**config.mk**
```make
export PLATFORM = sky130hd
export DESIGN_NAME = seg7_scan_driver
export DESIGN_NICKNAME = d
export VERILOG_FILES = /design/src/rtl/seg7_scan_driver.sv
export SDC_FILE = /design/constraint.sdc
export NUM_CORES = 1
export LEC_CHECK = 0
export ABC_CLOCK_PERIOD_IN_PS = 4290
export CAP_MARGIN = 20
export CORE_MARGIN = 2
export CORE_UTILIZATION = 50
export DETAILED_ROUTE_END_ITERATION = 8
export PLACE_DENSITY = 0.7
export RECOVER_POWER = 50
export SETUP_SLACK_MARGIN = 0.1
export SYNTH_ARGS = -nofsm -noshare
export SYNTH_HDL_FRONTEND = slang
export SYNTH_SLANG_ARGS = --single-unit
```
**constraint.sdc**
```tcl
create_clock -name clk -period 4.29 [get_ports clk]
set_clock_uncertainty 0.1 [all_clocks]
set_input_delay 1.287 -clock clk [delete_from_list [all_inputs] [get_ports clk]]
set_output_delay 1.287 -clock clk [all_outputs]
set_load 0.005 [all_outputs]
```
**src/rtl/seg7_scan_driver.sv**
```systemverilog
// Multi-digit 7-segment driver: valid/ready binary capture, serial double-dabble BCD
// conversion, then free-running digit multiplex. Define SEG7_LZB_EN for leading-zero blanking.
module seg7_scan_driver #(
   parameter int WIDTH    = 8,
   parameter int DIGITS   = 3,
   parameter int SCAN_DIV = 1000
) (
   input  logic              clk,
   input  logic              rst_n,
   input  logic              in_valid,
   input  logic [WIDTH-1:0]  in_data,
   output logic              in_ready,
   output logic [6:0]        seg,
   output logic [DIGITS-1:0] dig_en,
   output logic              overflow
);

   localparam int BW = 4 * DIGITS;
   localparam int CW = $clog2(WIDTH + 1);
   localparam int PW = (SCAN_DIV > 1) ? $clog2(SCAN_DIV) : 1;
   localparam int IW = (DIGITS > 1) ? $clog2(DIGITS) : 1;

   function automatic logic [63:0] pow10(input int n);
      logic [63:0] r;
      r = 64'd1;
      for (int i = 0; i < n; i++) r = r * 64'd10;
      return r;
   endfunction

   localparam logic [63:0] LIMIT = pow10(DIGITS);

   function automatic logic [6:0] seg7(input logic [3:0] n);
      case (n)
         4'd0:    seg7 = 7'b1111110;
         4'd1:    seg7 = 7'b0110000;
         4'd2:    seg7 = 7'b1101101;
         4'd3:    seg7 = 7'b1111001;
         4'd4:    seg7 = 7'b0110011;
         4'd5:    seg7 = 7'b1011011;
         4'd6:    seg7 = 7'b1011111;
         4'd7:    seg7 = 7'b1110000;
         4'd8:    seg7 = 7'b1111111;
         4'd9:    seg7 = 7'b1110011;
         default: seg7 = 7'b0000001;
      endcase
   endfunction

   typedef enum logic [1:0] {IDLE, CONVERT, LOAD} state_e;
   state_e state_q, state_d;

   logic [WIDTH-1:0] sr_q, sr_d;
   logic [BW-1:0]    bcd_q, bcd_d, bcd_adj, disp_q, disp_d;
   logic [CW-1:0]    cnt_q, cnt_d;
   logic             flag_q, flag_d, ovf_q, ovf_d;
   logic [PW-1:0]    presc_q, presc_d;
   logic [IW-1:0]    idx_q, idx_d;
   logic             xfer, last_shift, wrap;
   logic [3:0]       nib;
   logic             blank;

   assign xfer       = in_valid && in_ready;
   assign last_shift = (cnt_q == CW'(WIDTH - 1));

   // FSM: state register
   always_ff @(posedge clk or negedge rst_n) begin
      if (!rst_n) state_q <= IDLE;
      else        state_q <= state_d;
   end

   // FSM: next state
   always_comb begin
      state_d = state_q;
      case (state_q)
         IDLE:    if (xfer) state_d = CONVERT;
         CONVERT: if (last_shift) state_d = LOAD;
         LOAD:    state_d = IDLE;
         default: state_d = IDLE;
      endcase
   end

   // FSM: outputs
   always_comb begin
      in_ready = (state_q == IDLE);
   end

   always_comb begin
      bcd_adj = bcd_q;
      for (int i = 0; i < DIGITS; i++)
         if (bcd_q[4*i +: 4] >= 4'd5) bcd_adj[4*i +: 4] = bcd_q[4*i +: 4] + 4'd3;
   end

   // Carry out of the top nibble is dropped; the elaboration-time limit flags that case.
   always_comb begin
      sr_d   = sr_q;
      bcd_d  = bcd_q;
      cnt_d  = cnt_q;
      flag_d = flag_q;
      disp_d = disp_q;
      ovf_d  = ovf_q;
      case (state_q)
         IDLE: if (xfer) begin
            sr_d   = in_data;
            bcd_d  = '0;
            cnt_d  = '0;
            flag_d = (64'(in_data) >= LIMIT);
         end
         CONVERT: begin
            bcd_d = {bcd_adj[BW-2:0], sr_q[WIDTH-1]};
            sr_d  = sr_q << 1;
            cnt_d = cnt_q + CW'(1);
         end
         LOAD: begin
            disp_d = bcd_q;
            ovf_d  = flag_q;
         end
         default: ;
      endcase
   end

   assign wrap = (presc_q == PW'(SCAN_DIV - 1));

   always_comb begin
      presc_d = wrap ? '0 : presc_q + PW'(1);
      idx_d   = idx_q;
      if (wrap) idx_d = (idx_q == IW'(DIGITS - 1)) ? '0 : idx_q + IW'(1);
   end

   always_ff @(posedge clk or negedge rst_n) begin
      if (!rst_n) begin
         sr_q    <= '0;
         bcd_q   <= '0;
         cnt_q   <= '0;
         flag_q  <= 1'b0;
         disp_q  <= '0;
         ovf_q   <= 1'b0;
         presc_q <= '0;
         idx_q   <= '0;
      end else begin
         sr_q    <= sr_d;
         bcd_q   <= bcd_d;
         cnt_q   <= cnt_d;
         flag_q  <= flag_d;
         disp_q  <= disp_d;
         ovf_q   <= ovf_d;
         presc_q <= presc_d;
         idx_q   <= idx_d;
      end
   end

   always_comb begin
      nib = 4'(disp_q >> {idx_q, 2'b00});
`ifdef SEG7_LZB_EN
      // Blank when this digit and everything above it are zero; digit 0 always shows.
      blank = (idx_q != '0) && ((disp_q >> {idx_q, 2'b00}) == '0);
`else
      blank = 1'b0;
`endif
      if (ovf_q)      seg = 7'b0000001;
      else if (blank) seg = 7'b0000000;
      else            seg = seg7(nib);
      dig_en = DIGITS'(1) << idx_q;
   end

   assign overflow = ovf_q;

endmodule

```
## Word level (Yosys, flattened, before mapping)

Memories as Yosys holds them, arrays and structs flattened.
Cells that the tools add are included.

- Register bits: 50
- Bits in read-only memories: 112
- Bits of input ports: 11
- Memories: 1

- Add/subtract/negate cells: 6
- Order comparisons: 3
- Eq/ne operators: 7
- Shift operators: 2
- Muxes and demuxes: 14
- Reduce and logical (&&, ||, !) cells: 5

Memories:

| memory | words | width | rd ports | clocked after Yosys merged registers in | wr ports | RTL line | source |
|---|---|---|---|---|---|---|---|
| (no name shown) | 16 | 7 | 1 | 0 | 0 | 33 | `case (n)` |

Operators with widths:

| kind | number |
|---|---|
| $pmux W12 S2 | 1 |
| $pmux W8 S2 | 1 |
| $ge A4 B3 Y1 const B | 3 |
| $mux W12 | 1 |
| $mux W4 | 3 |
| $shr A12 B4 Y4 | 1 |
| $add A10 B1 Y10 const B | 1 |
| $eq A10 B10 Y1 const B | 1 |
| $mux W10 | 1 |
| $add A4 B2 Y4 const B | 2 |
| $mux W8 | 1 |
| $pmux W4 S2 | 1 |
| $mux W2 | 3 |
| $add A4 B1 Y4 const B | 1 |
| $eq A2 B2 Y1 const B | 2 |
| $eq A4 B3 Y1 const B | 1 |
| $pmux W2 S2 | 1 |
| $reduce_and A2 Y1 | 2 |
| $add A3 B2 Y3 const B | 1 |
| $mux W3 | 1 |
| $shl A1 B2 Y3 const A | 1 |
| $add A2 B1 Y2 const B | 1 |
| $eq A2 B1 Y1 const B | 1 |
| $logic_not A2 Y1 | 1 |
| 4 further kinds | 4 |

## Logic depth before layout (Yosys ltp)

- Depth after elaboration: 4
- Depth in mapped cells: 8
- Depth with buffers taken out: 7

## Least setup slack after synthesis

OpenSTA, ideal clock, no wires.

- Path type: register to output
- From: reg idx_q[1]
- To: out seg[1]
- Arrival: 1.926 ns
- Data required time: 2.903 ns
- Slack: 0.977 ns
- Stages on the path, launching flop included: 9
- Buffers on the path: 2
- Cells stage by stage: dfrtp_1 > buf_6 > nor2b_1 > buf_4 > a2bb2oi_1 > inv_1 > ha_1 > or3_1 > o311ai_0

- Cells in the longest elaborated chain, start to end: 2

RTL lines:

| item | RTL line | source |
|---|---|---|
| start: declaration | 56 | `logic [IW-1:0] idx_q, idx_d;` |
| start signal: assignment | 146 | `idx_q <= idx_d;` |
| $shr A12 B4 Y4 | 151 | `nib = 4'(disp_q >> {idx_q, 2'b00});` |
| $mem_v2 Z16 W7 | - |  |
| end: declaration | 13 | `output logic [6:0] seg,` |

Every way passes these cells.

## Worst setup path after layout

Ends and elaborated chain as after synthesis.

==> key figures <==
Status
  – Status: complete, but fails checks
  – Violated checks: max-capacitance violations

Clocking
  – Clock transition at path regs: 0.08 ns
  – CTS root buf: clkbuf_8
  – CTS tree: done
  – H-tree Lvls: 2
  – Num CTS Buffers: 5
  – Clk_lat worst skew: 0.30 ns
  – Clk sinks: 50
  – Clock buffer depth: 2

STA
  – Tcrit/Tclk final: 92.7%
  – Fin Setup TNS: 0 ns
  – Worst-Margin Slew: 1.50 ns
  – Slew headroom: 0.246%
  – Final Max Tran Viols: 0
  – RSZ-0062 raised after global routing: true
  – Final hold violations: 0
  – Post-layout min period: 3.98 ns
  – Max frequency: 251 MHz
  – Final setup viols: 0

Critical path
  – Worst-case reg-to-reg path depth: 4
  – Worst setup SP type: flop
  – Worst reg2reg startpoint: presc_q[4]
  – Worst R2R End: idx_q[0]
  – Max stage delay on crit path: 0.56 ns
  – Worst-path maximum fanout: 9
  – Critical path capture point type: output port
  – WP depth: 7
  – Number of buffers and inverters on the critical path: 2
  – CP arrival: 2.59 ns
  – Slowest CP cell: clkdlybuf4s50_1
  – CP Data Required Time: 2.90 ns
  – CP startpoint: idx_q[1]
  – CP top delay family: buffers and inverters
  – Cells along the critical path: nor2b_2, a21oi_2, inv_1, ha_1, or3_1, o311ai_0, clkdlybuf4s50_1
  – CP Capture Point: seg[1]
  – Worst R2R Setup Slack: 2.17 ns
  – Setup CP Type: reg -> out

Detailed routing
  – Routed wire per std cell: 13.0 um
  – Avg Vias per Cell: 5.31
  – Vias: 1894
  – Routed Antenna Nets: 0
  – DR pass1 iterations: 4
  – Routed wire length: 4.64 mm
  – # DRC: 0
  – Drt initial violations: 105

Min path
  – Worst Min Path Start: disp_q[1]
  – Worst Hold Class: reg -> reg

Layout
  – Antenna Cells: 0
  – Most frequent cells in the layout: dfrtp_1, o21ai_0, nand2_1, clkdlybuf4s50_1
  – NumNets Final: 311
  – Area Overhead vs Synth: 12.7%
  – Layout Cell Area excl Fill: 0.00300 sq mm
  – Commonest non-fill, non-tap cell in the layout: dfrtp_1
  – Share of cells above drive strength 1: 9.06%

Synth
  – Cell area after synthesis: 0.00266 sq mm
  – Synthesis Warnings: 0
  – Mux contribution to synthesized area: 6.73%
  – Synth top area share: 47.0%
  – Avg Inst Size Synth: 10.0 sq um
  – Register bit total from synthesis: 50
  – Cells after synthesis: 266
  – Syn nets: 291
  – Register area share after synthesis: 47.0%
  – Largest family of logic cells by synthesized area: compound AO/OA/AOI/OAI gates
  – Synth Area in Adders: 6.59%
  – Synth Area in Compound Gates: 16.8%
  – Post-synthesis simple-gate area fraction: 15.1%
  – Xor and xnor fraction of the mapped netlist area: 3.29%
  – Largest cells by area after synthesis: dfrtp_1, ha_1, o21ai_0, nand2_1, mux2_2
  – Biggest area consumer among synthesized cells: dfrtp_1
  – Netlist cell types: 41

Floorplan
  – Initial Utilization: 52.1%
  – Die Wd: 76.9 um
  – Core Area: 0.00511 sq mm
  – Io pins: 23
  – Die height: 76.9 um
  – Die area: 0.00592 sq mm
  – Number of cell rows: 26

Power and ir drop
  – Worst vdd ir: 0.379 mV
  – Power Total: 1.71 mW
  – Lkg Pwr: 1.34 nW
  – Pwr Density: 571 mW/mm^2

Global route
  – Vias in the first global route: 1800
  – Largest net degree at the start of global routing: 30
  – All-Layer GR Usage: 17.1%
  – Initial antenna violation count: 0
  – First-pass GRT wire length: 8.29 mm
  – GRT overflow: 0

Placement
  – Placed Area: 0.00290 sq mm
  – Port Buffers: 21
  – GP Congestion: 0.767
  – DP HPWL: 3.34 mm

Job
  – Max-Cap Viols: 1
cells in the mapped netlist, drive strengths merged:
cell,instances
xor2,4
or2,1
o2bb2ai,2
o21bai,1
o31ai,2
a32o,1
conb,1
nor2,14
inv,12
nand2,28
o22ai,1
mux2,9
buf,5
ha,14
dfrtp,50
mux2i,7
nand4,1
and4bb,1
and2b,1
a21o,3
a21oi,13
xnor2,6
nand2b,4
nand3,10
nor3,6
nor3b,1
a22oi,7
o311ai,2
a2bb2oi,2
clkbuf,7
o21ai,30
or3,3
o21a,1
nor2b,10
a22o,6
worst min-delay path: cells and delay by family, from the launching register on:
family | cells | cell delay [ns]
AO/OA/AOI/OAI | 1 | 0.06
flip-flops | 1 | 0.35
AND/OR/NAND/NOR | 1 | 0.05
worst min-delay path by stage:
stage,slack [ns],to,cells after the start
2_1_floorplan,0.35,disp_q[0],2
3_3_place_gp,0.37,bcd_q[9],2
3_5_place_dp,0.37,disp_q[1],2
4_1_cts,0.39,disp_q[1],2
5_1_grt,0.43,state_q[1],1
6_report,0.39,disp_q[1],2
per-stage QoR:
stage                     hold slack (ns)  util, %  worst slack [ns]  std cells
after detailed placement            0.374     56.8             0.256        347
after CTS                           0.393     58.7             0.121        355
after global routing                0.428     58.7            0.0837        357
after floorplan                     0.349        -             0.977        266
after global placement              0.365     56.8             0.390        347
final                               0.386     58.7             0.313        357
routing by layer:
layer	vias up	routed length (um)	global-route usage (%)	part of all wire [%]
li1	972	-	-	-
met3	4	121	3.88	2.6
met5	-	0	0	0
met4	0	37	4.36	0.80
met1	896	2310	23.4	50
met2	22	2180	27.6	47
where the power goes:
group	switching, mW	total [mW]	internal [mW]
clock	0.146	0.276	0.130
combinational	0.342	0.712	0.370
sequential	0.116	0.722	0.606
layout make-up:
class,instances,area [sq um]
clock buffers,7,86.3
clock inverters,1,5.00
fillers,450,2110
inverters,12,45.0
multi-input cells,192,1290
flip-flops and latches,50,1250
well taps,70,87.6
repair buffers,25,230
what timing repair did:
item / in CTS / in global routing
buffers inserted: 0 / 2
hold buffers: 0 / 0
resized for setup: 2 / 2
setup endpoints to repair: 1 / 3
cells by family after synthesis:
logic type / after synthesis
other: 1
AND/OR/NAND/NOR: 80
AO/OA/AOI/OAI: 71
multiplexers: 16
buffers and inverters: 24
flip-flops: 50
XOR/XNOR: 10
adder cells (fa/ha/maj): 14
registers in the layout, indices dropped and copies added, names as in the netlist:
signal	cells
bcd_q	12
disp_q	12
presc_q	10
sr_q	8
cnt_q	4
idx_q	2
state_q	2
No activity file was read; power rests on OpenSTA's default activity.
